$ cat config.mk
export PLATFORM = sky130hd
export DESIGN_NAME = iwrr_round_tracker
export DESIGN_NICKNAME = d
export VERILOG_FILES = /design/src/rtl/iwrr_pkg.sv /design/src/rtl/iwrr_level_mask.sv /design/src/rtl/iwrr_round_tracker.sv
export SDC_FILE = /design/constraint.sdc
export NUM_CORES = 1
export LEC_CHECK = 0
export ABC_AREA = 1
export CORE_ASPECT_RATIO = 0.7
export CORE_UTILIZATION = 45
export DETAILED_ROUTE_END_ITERATION = 16
export PLACE_DENSITY = 0.84
export SYNTH_ARGS = -nofsm -noshare
export SYNTH_HDL_FRONTEND = slang
export SYNTH_SLANG_ARGS = --single-unit
$ cat constraint.sdc
create_clock -name clk_i -period 3.2 [get_ports clk_i]
set_clock_uncertainty 0.2 [all_clocks]
set_input_delay 0.96 -clock clk_i [delete_from_list [all_inputs] [get_ports clk_i]]
set_output_delay 0.96 -clock clk_i [all_outputs]
set_load 0.02 [all_outputs]
$ cat src/rtl/iwrr_pkg.sv
// Shared defaults and helpers for the IWRR round tracker.
package iwrr_pkg;
  localparam int unsigned IWRR_REQ_NUM_DEF   = 3;
  localparam int unsigned IWRR_WEIGHT_W_DEF  = 2;
  localparam int unsigned IWRR_ROUND_CNT_DEF = 8;

  // LSB position of requester idx inside a packed weight vector.
  // Use it as [w_lsb(idx, w) +: w].
  function automatic int unsigned w_lsb(input int unsigned idx, input int unsigned w);
    return idx * w;
  endfunction
endpackage

$ cat src/rtl/iwrr_level_mask.sv
// Combinational per-level credit mask and last-level detection.
module iwrr_level_mask
  import iwrr_pkg::*;
#(
  parameter int unsigned P_REQUESTER_NUM = IWRR_REQ_NUM_DEF,
  parameter int unsigned P_WEIGHT_W      = IWRR_WEIGHT_W_DEF
) (
  input  logic [P_REQUESTER_NUM*P_WEIGHT_W-1:0] eff_w_i,
  input  logic [P_WEIGHT_W-1:0]                 level_i,
  output logic [P_REQUESTER_NUM-1:0]            has_credit_o,
  output logic                                  last_lvl_o
);
  // Next level is computed one bit wider so the top level cannot wrap to 0.
  logic [P_WEIGHT_W:0]          lvl_nxt;
  logic [P_REQUESTER_NUM-1:0]   beyond_nxt;

  assign lvl_nxt = {1'b0, level_i} + (P_WEIGHT_W+1)'(1);

  for (genvar i = 0; i < P_REQUESTER_NUM; i++) begin : g_req
    logic [P_WEIGHT_W-1:0] w;
    assign w               = eff_w_i[w_lsb(i, P_WEIGHT_W) +: P_WEIGHT_W];
    assign has_credit_o[i] = (w > level_i);
    assign beyond_nxt[i]   = ({1'b0, w} > lvl_nxt);
  end

  // Last level when no weight reaches past the next level, i.e. max(w) == level+1
  // whenever a level actually closes.
  assign last_lvl_o = ~|beyond_nxt;
endmodule

$ cat src/rtl/iwrr_round_tracker.sv
// IWRR round tracker: interleave level, per-level served mask, round-start
// weight snapshot and the round completion pulse.
// Optional round counter output enabled by defining IWRR_ROUND_CNT_EN.
module iwrr_round_tracker
  import iwrr_pkg::*;
#(
  parameter int unsigned P_REQUESTER_NUM = IWRR_REQ_NUM_DEF,
  parameter int unsigned P_WEIGHT_W      = IWRR_WEIGHT_W_DEF,
  parameter int unsigned P_ROUND_CNT_W   = IWRR_ROUND_CNT_DEF
) (
  input  logic                                  clk_i,
  input  logic                                  rst_n_i,
  input  logic [P_REQUESTER_NUM*P_WEIGHT_W-1:0] req_weight_i,
  input  logic [P_REQUESTER_NUM-1:0]            req_i,
  input  logic [P_REQUESTER_NUM-1:0]            grant_i,
  input  logic                                  grant_hsk_i,
  output logic [P_REQUESTER_NUM-1:0]            eligible_o,
  output logic [P_WEIGHT_W-1:0]                 level_o,
  output logic                                  round_comp_o
`ifdef IWRR_ROUND_CNT_EN
  ,
  output logic [P_ROUND_CNT_W-1:0]              round_cnt_o
`endif
);
  localparam int unsigned WV = P_REQUESTER_NUM * P_WEIGHT_W;

  logic [P_WEIGHT_W-1:0]      level_q, level_d;
  logic [P_REQUESTER_NUM-1:0] served_q, served_d;
  logic [WV-1:0]              weight_q, weight_d;
  logic                       round_comp_q, round_comp_d;

  logic                       round_start;
  logic [WV-1:0]              eff_w;
  logic [P_REQUESTER_NUM-1:0] has_credit, acc, served_n, remain;
  logic                       last_lvl, lvl_close, round_done;

  // Weights are live at round start and frozen once the round is underway.
  assign round_start = (level_q == '0) && (served_q == '0);
  assign eff_w       = round_start ? req_weight_i : weight_q;

  iwrr_level_mask #(
    .P_REQUESTER_NUM (P_REQUESTER_NUM),
    .P_WEIGHT_W      (P_WEIGHT_W)
  ) u_level_mask (
    .eff_w_i      (eff_w),
    .level_i      (level_q),
    .has_credit_o (has_credit),
    .last_lvl_o   (last_lvl)
  );

  assign eligible_o = req_i & has_credit & ~served_q;
  assign acc        = grant_i & eligible_o & {P_REQUESTER_NUM{grant_hsk_i}};
  assign served_n   = served_q | acc;
  // A requester that drops its request no longer holds the level open.
  assign remain     = req_i & has_credit & ~served_n;
  assign lvl_close  = (remain == '0) && (served_n != '0);
  assign round_done = lvl_close && last_lvl;

  // Next-state: snapshot weights, track served set, advance or wrap the level.
  always_comb begin
    weight_d     = weight_q;
    served_d     = served_n;
    level_d      = level_q;
    round_comp_d = 1'b0;
    if (round_start) weight_d = req_weight_i;
    if (lvl_close) begin
      served_d = '0;
      if (last_lvl) begin
        level_d      = '0;
        round_comp_d = 1'b1;
      end else begin
        level_d = level_q + P_WEIGHT_W'(1);
      end
    end
  end

  // State registers; reset drops any round in progress without a pulse.
  always_ff @(posedge clk_i or negedge rst_n_i) begin
    if (!rst_n_i) begin
      level_q      <= '0;
      served_q     <= '0;
      weight_q     <= '0;
      round_comp_q <= 1'b0;
    end else begin
      level_q      <= level_d;
      served_q     <= served_d;
      weight_q     <= weight_d;
      round_comp_q <= round_comp_d;
    end
  end

  assign level_o      = level_q;
  assign round_comp_o = round_comp_q;

`ifdef IWRR_ROUND_CNT_EN
  logic [P_ROUND_CNT_W-1:0] round_cnt_q, round_cnt_d;

  // Completed-round count, stepping in the same cycle the pulse is raised.
  always_comb begin
    round_cnt_d = round_cnt_q;
    if (round_done) round_cnt_d = round_cnt_q + P_ROUND_CNT_W'(1);
  end

  // Round counter register.
  always_ff @(posedge clk_i or negedge rst_n_i) begin
    if (!rst_n_i) round_cnt_q <= '0;
    else          round_cnt_q <= round_cnt_d;
  end

  assign round_cnt_o = round_cnt_q;
`endif
endmodule

==> key figures, run 1 <==
Run status
  • Status: finished, violations left
  • Failing checks: DRC, setup timing

Drt
  • Antenna-violating nets left: 0
  • DR WL/cell: roughly 14 um
  • 1st-pass router iterations: 10
  • Iter 0 DRT Violations: 47
  • Vias: 1063
  • Vias per inst: between 5 and 6
  • Drt drc: 1
  • Detailed Route WL: between 2000 and 3000 um

STA
  • Slew @ Worst Pin: around 0.55 ns
  • RSZ-0062 raised after global routing: true
  • Period utilization: 110%
  • Endpoints failing setup: 3
  • Minimum clock period: 3.53 ns
  • Pins Over Slew Limit: 0
  • Slew margin rel.: 63.0%
  • Worst setup margin: -0.332 ns
  • Max Freq: 283 MHz
  • Hold Fails Final Rpt: 0

Logic synthesis
  • Synthesized flop and latch total: 12
  • Top post-synthesis cells by area: dfrtp_1 31%, ha_1 13%, nand2_1 11%
  • Syn_nets: between 150 and 200
  • Ys Warns: 0
  • Post-Syn Instances: 128
  • Seq/Total Area, Yosys: a little under a third
  • Yosys top cell by area: dfrtp_1
  • Unique cell type count in the Yosys netlist: 19
  • Post-synth top area share: 31.2%
  • Avg Inst Size Synth: 7.52 um^2
  • Mapped cell area: slightly below 1000 um^2

Clocking
  • CTS tree: yes
  • Hold-fix buffers at CTS: 0
  • CTS Buffer Depth: 2
  • Clk_lat worst skew: ~0.28 ns
  • H-Tree Depth: 1
  • Clock-pin slew on the worst setup and hold paths: ~0.08 ns
  • Clk root buf: clkbuf_4
  • CTS Buf Count: 3
  • Sink Count: 12

Critical path
  • Worst path required time: roughly 2.0 ns
  • Register-to-register setup slack: 0.17 ns
  • Top Family by Delay on Critical Path: buffers and inverters
  • Crit-path cells: inv_4, ha_4, inv_2, nor2_4, nand2_4, buf_4, buf_6, mux2_4, ha_4, a21oi_4, nor3_4, buf_6
  • CP Buf/Inv Count: 5
  • Setup crit start kind: flip-flop
  • Critical path arrival: between 2 and 2.5 ns
  • CP Class: flip-flop to output pin
  • R2R Path Start: level_o[0]
  • R2R depth: 19
  • Worst path slowest cell: dfrtp_2
  • Reg2reg end: level_o[0]
  • Worst setup EP type: output pin
  • Slowest cell delay on critical path: ~0.43 ns
  • Crit-path max FO: 4

Layout
  • Final cell count without fillers: ~210
  • Core Util, Final: about 84%
  • P&R area growth vs syn: 68.3%
  • FILL cells: around 120
  • Final nets: 213
  • ANT cells: 0
  • Layout cells sized above 1: a little over two fifths

Min path
  • Hold/Removal Path Class: flip-flop to flip-flop
  • Hold path endpoint: weight_q[2]
  • Startpoint of the worst hold path: weight_q[2]
  • Hold depth: 2

Placement
  • RD Place Congestion: 0.806
  • Dpl ws: -1.02 ns
  • DP Wirelength: approximately 2100 um
  • Placed Instances: just under 200
  • Port Buffers: 20

GRT
  • Global-route wire length before repair: ~4500 um
  • Pin count of the biggest net entering global routing: 13
  • Tot GR Track Use: a little over a quarter
  • Total grt overflow: 0
  • Vias in the first global route: 1004
  • Initial antenna violation count: 0

Floorplan
  • Chip Width: roughly 57 um
  • Row count: 13
  • I/O pins: 21
  • Initial Util: roughly 50%
  • Core ar.: 1940 um^2
  • Die ar.: between 2000 and 2500 um^2
  • Chip height: between 40 and 50 um

Run
  • Max-cap check violation count: 0
[registers in the layout, indices dropped and copies added (netlist names)]
| name | cells |
|---|---|
| weight_q | 6 |
| served_q | 3 |
| level_o | 2 |
| round_comp_o | 1 |
[worst reg2reg max path: stages, from the launching register on]
cell     delay (ns)
dfrtp_2        0.43
inv_4          0.07
ha_4           0.13
inv_2          0.04
nor2_4         0.14
nand2_4        0.08
buf_4          0.14
buf_6          0.11
mux2_4         0.31
ha_4           0.29
nand3_2        0.07
nand2_2        0.10
buf_4          0.11
buf_4          0.09
nor2_2         0.03
a21oi_1        0.22
nand2_1        0.16
nand2_2        0.14
nand2_1        0.06
nand2_1        0.05
[cell usage after synthesis]
cell      n
inv_1    24
or2_1     1
nor2_4    3
nor3_1    2
dfrtp_1  12
nand4_1   2
nand3_2   5
nand2_4   2
nor2_1   12
mux2_2    3
nor2_2    1
nand3_1  10
a21oi_1   2
nand2_2   4
o21ai_0   4
a21oi_2   1
inv_2     1
ha_1     10
nand2_1  29
[metrics by stage]
stage | hold WS (ns) | TNS (ns) | area, um^2
2_1_floorplan | 0.290 | -0.0799 | 1030
3_3_place_gp | 0.307 | -2.66 | 1430
3_5_place_dp | 0.331 | -3.17 | 1430
4_1_cts | 0.349 | -0.894 | 1570
5_1_grt | 0.398 | -1.26 | 1620
6_report | 0.367 | -0.989 | 1620
[what timing repair did]
item	4_1_cts	5_1_grt
pin swaps	12	14
setup endpoints to repair	3	3
gates resized for setup	31	5
setup buffers	8	4
[final cells by class]
type,count,area (um^2),area share [%]
Inverter,25,96.3,5.95
Clock buffer,4,36.3,2.24
Sequential cell,12,303,18.7
Timing Repair Buffer,55,468,28.9
Tap cell,22,27.5,1.70
Multi-Input combinational cell,91,688,42.5
[metal layers]
layer  GRT usage (%)  share of wire (%)  vias to the layer above
li1                -                  -                      522
met1            31.8                 43                      494
met2            50.9                 50                       36
met3            3.15                4.0                       11
met4            15.9                2.7                        0
met5               0                  0                        -
[logic make-up after synthesis]
logic type	after synthesis	synth area share (%)
and+or+nand+nor	71	38.5
buffers and inverters	25	9.75
DFF	12	31.2
adders and majority gates	10	13.0
AOI/OAI and AO/OA	7	4.03
muxes	3	3.51
[cells in the final DEF, fill, tap and decap left out]
master,count
buf_6,4
a21oi_4,1
nor2_1,10
ha_4,4
nor3_4,2
mux2_4,3
clkdlybuf4s50_1,14
nand3_2,5
inv_1,20
clkbuf_4,3
inv_4,1
nand2_2,7
or2_1,1
o21ai_0,3
ha_1,6
a21oi_1,2
inv_2,4
dlygate4sd2_1,2
nor2_4,4
clkbuf_8,1
nand2_1,25
dfrtp_2,2
dfrtp_1,10
nand2_4,3
clkdlybuf4s15_1,1
nor2_2,2
nand4_1,2
nand3_1,10
buf_4,34
o21ai_2,1
[how the worst max path moves through the flow]
stage	from	end	cells past startpoint	slack, ns
6_report	level_o[0]	eligible_o[0]	12	-0.33
5_1_grt	level_o[0]	eligible_o[2]	14	-0.45
4_1_cts	level_o[0]	eligible_o[2]	14	-0.34
3_5_place_dp	req_weight_i[5]	eligible_o[2]	10	-1.02
3_3_place_gp	req_weight_i[5]	eligible_o[2]	10	-0.96
2_1_floorplan	level_o[0]	eligible_o[2]	13	-0.07
Power of run 1 is left out: the tool's default activity adds up to more than one toggle a clock period on the data nets, which glitch-free logic cannot reach.
==> run 2, diff against run 1 <==
--- a/config.mk
+++ b/config.mk
@@ -9,6 +9,7 @@
 export CORE_ASPECT_RATIO = 0.7
 export CORE_UTILIZATION = 45
 export DETAILED_ROUTE_END_ITERATION = 16
+export GPL_ROUTABILITY_DRIVEN = 0
 export PLACE_DENSITY = 0.84
 export SYNTH_ARGS = -nofsm -noshare
 export SYNTH_HDL_FRONTEND = slang
==> results of run 2 <==
Final layout, timing and power as in run 1 (identical DEF).
Power of run 2 is left out for the same reason.
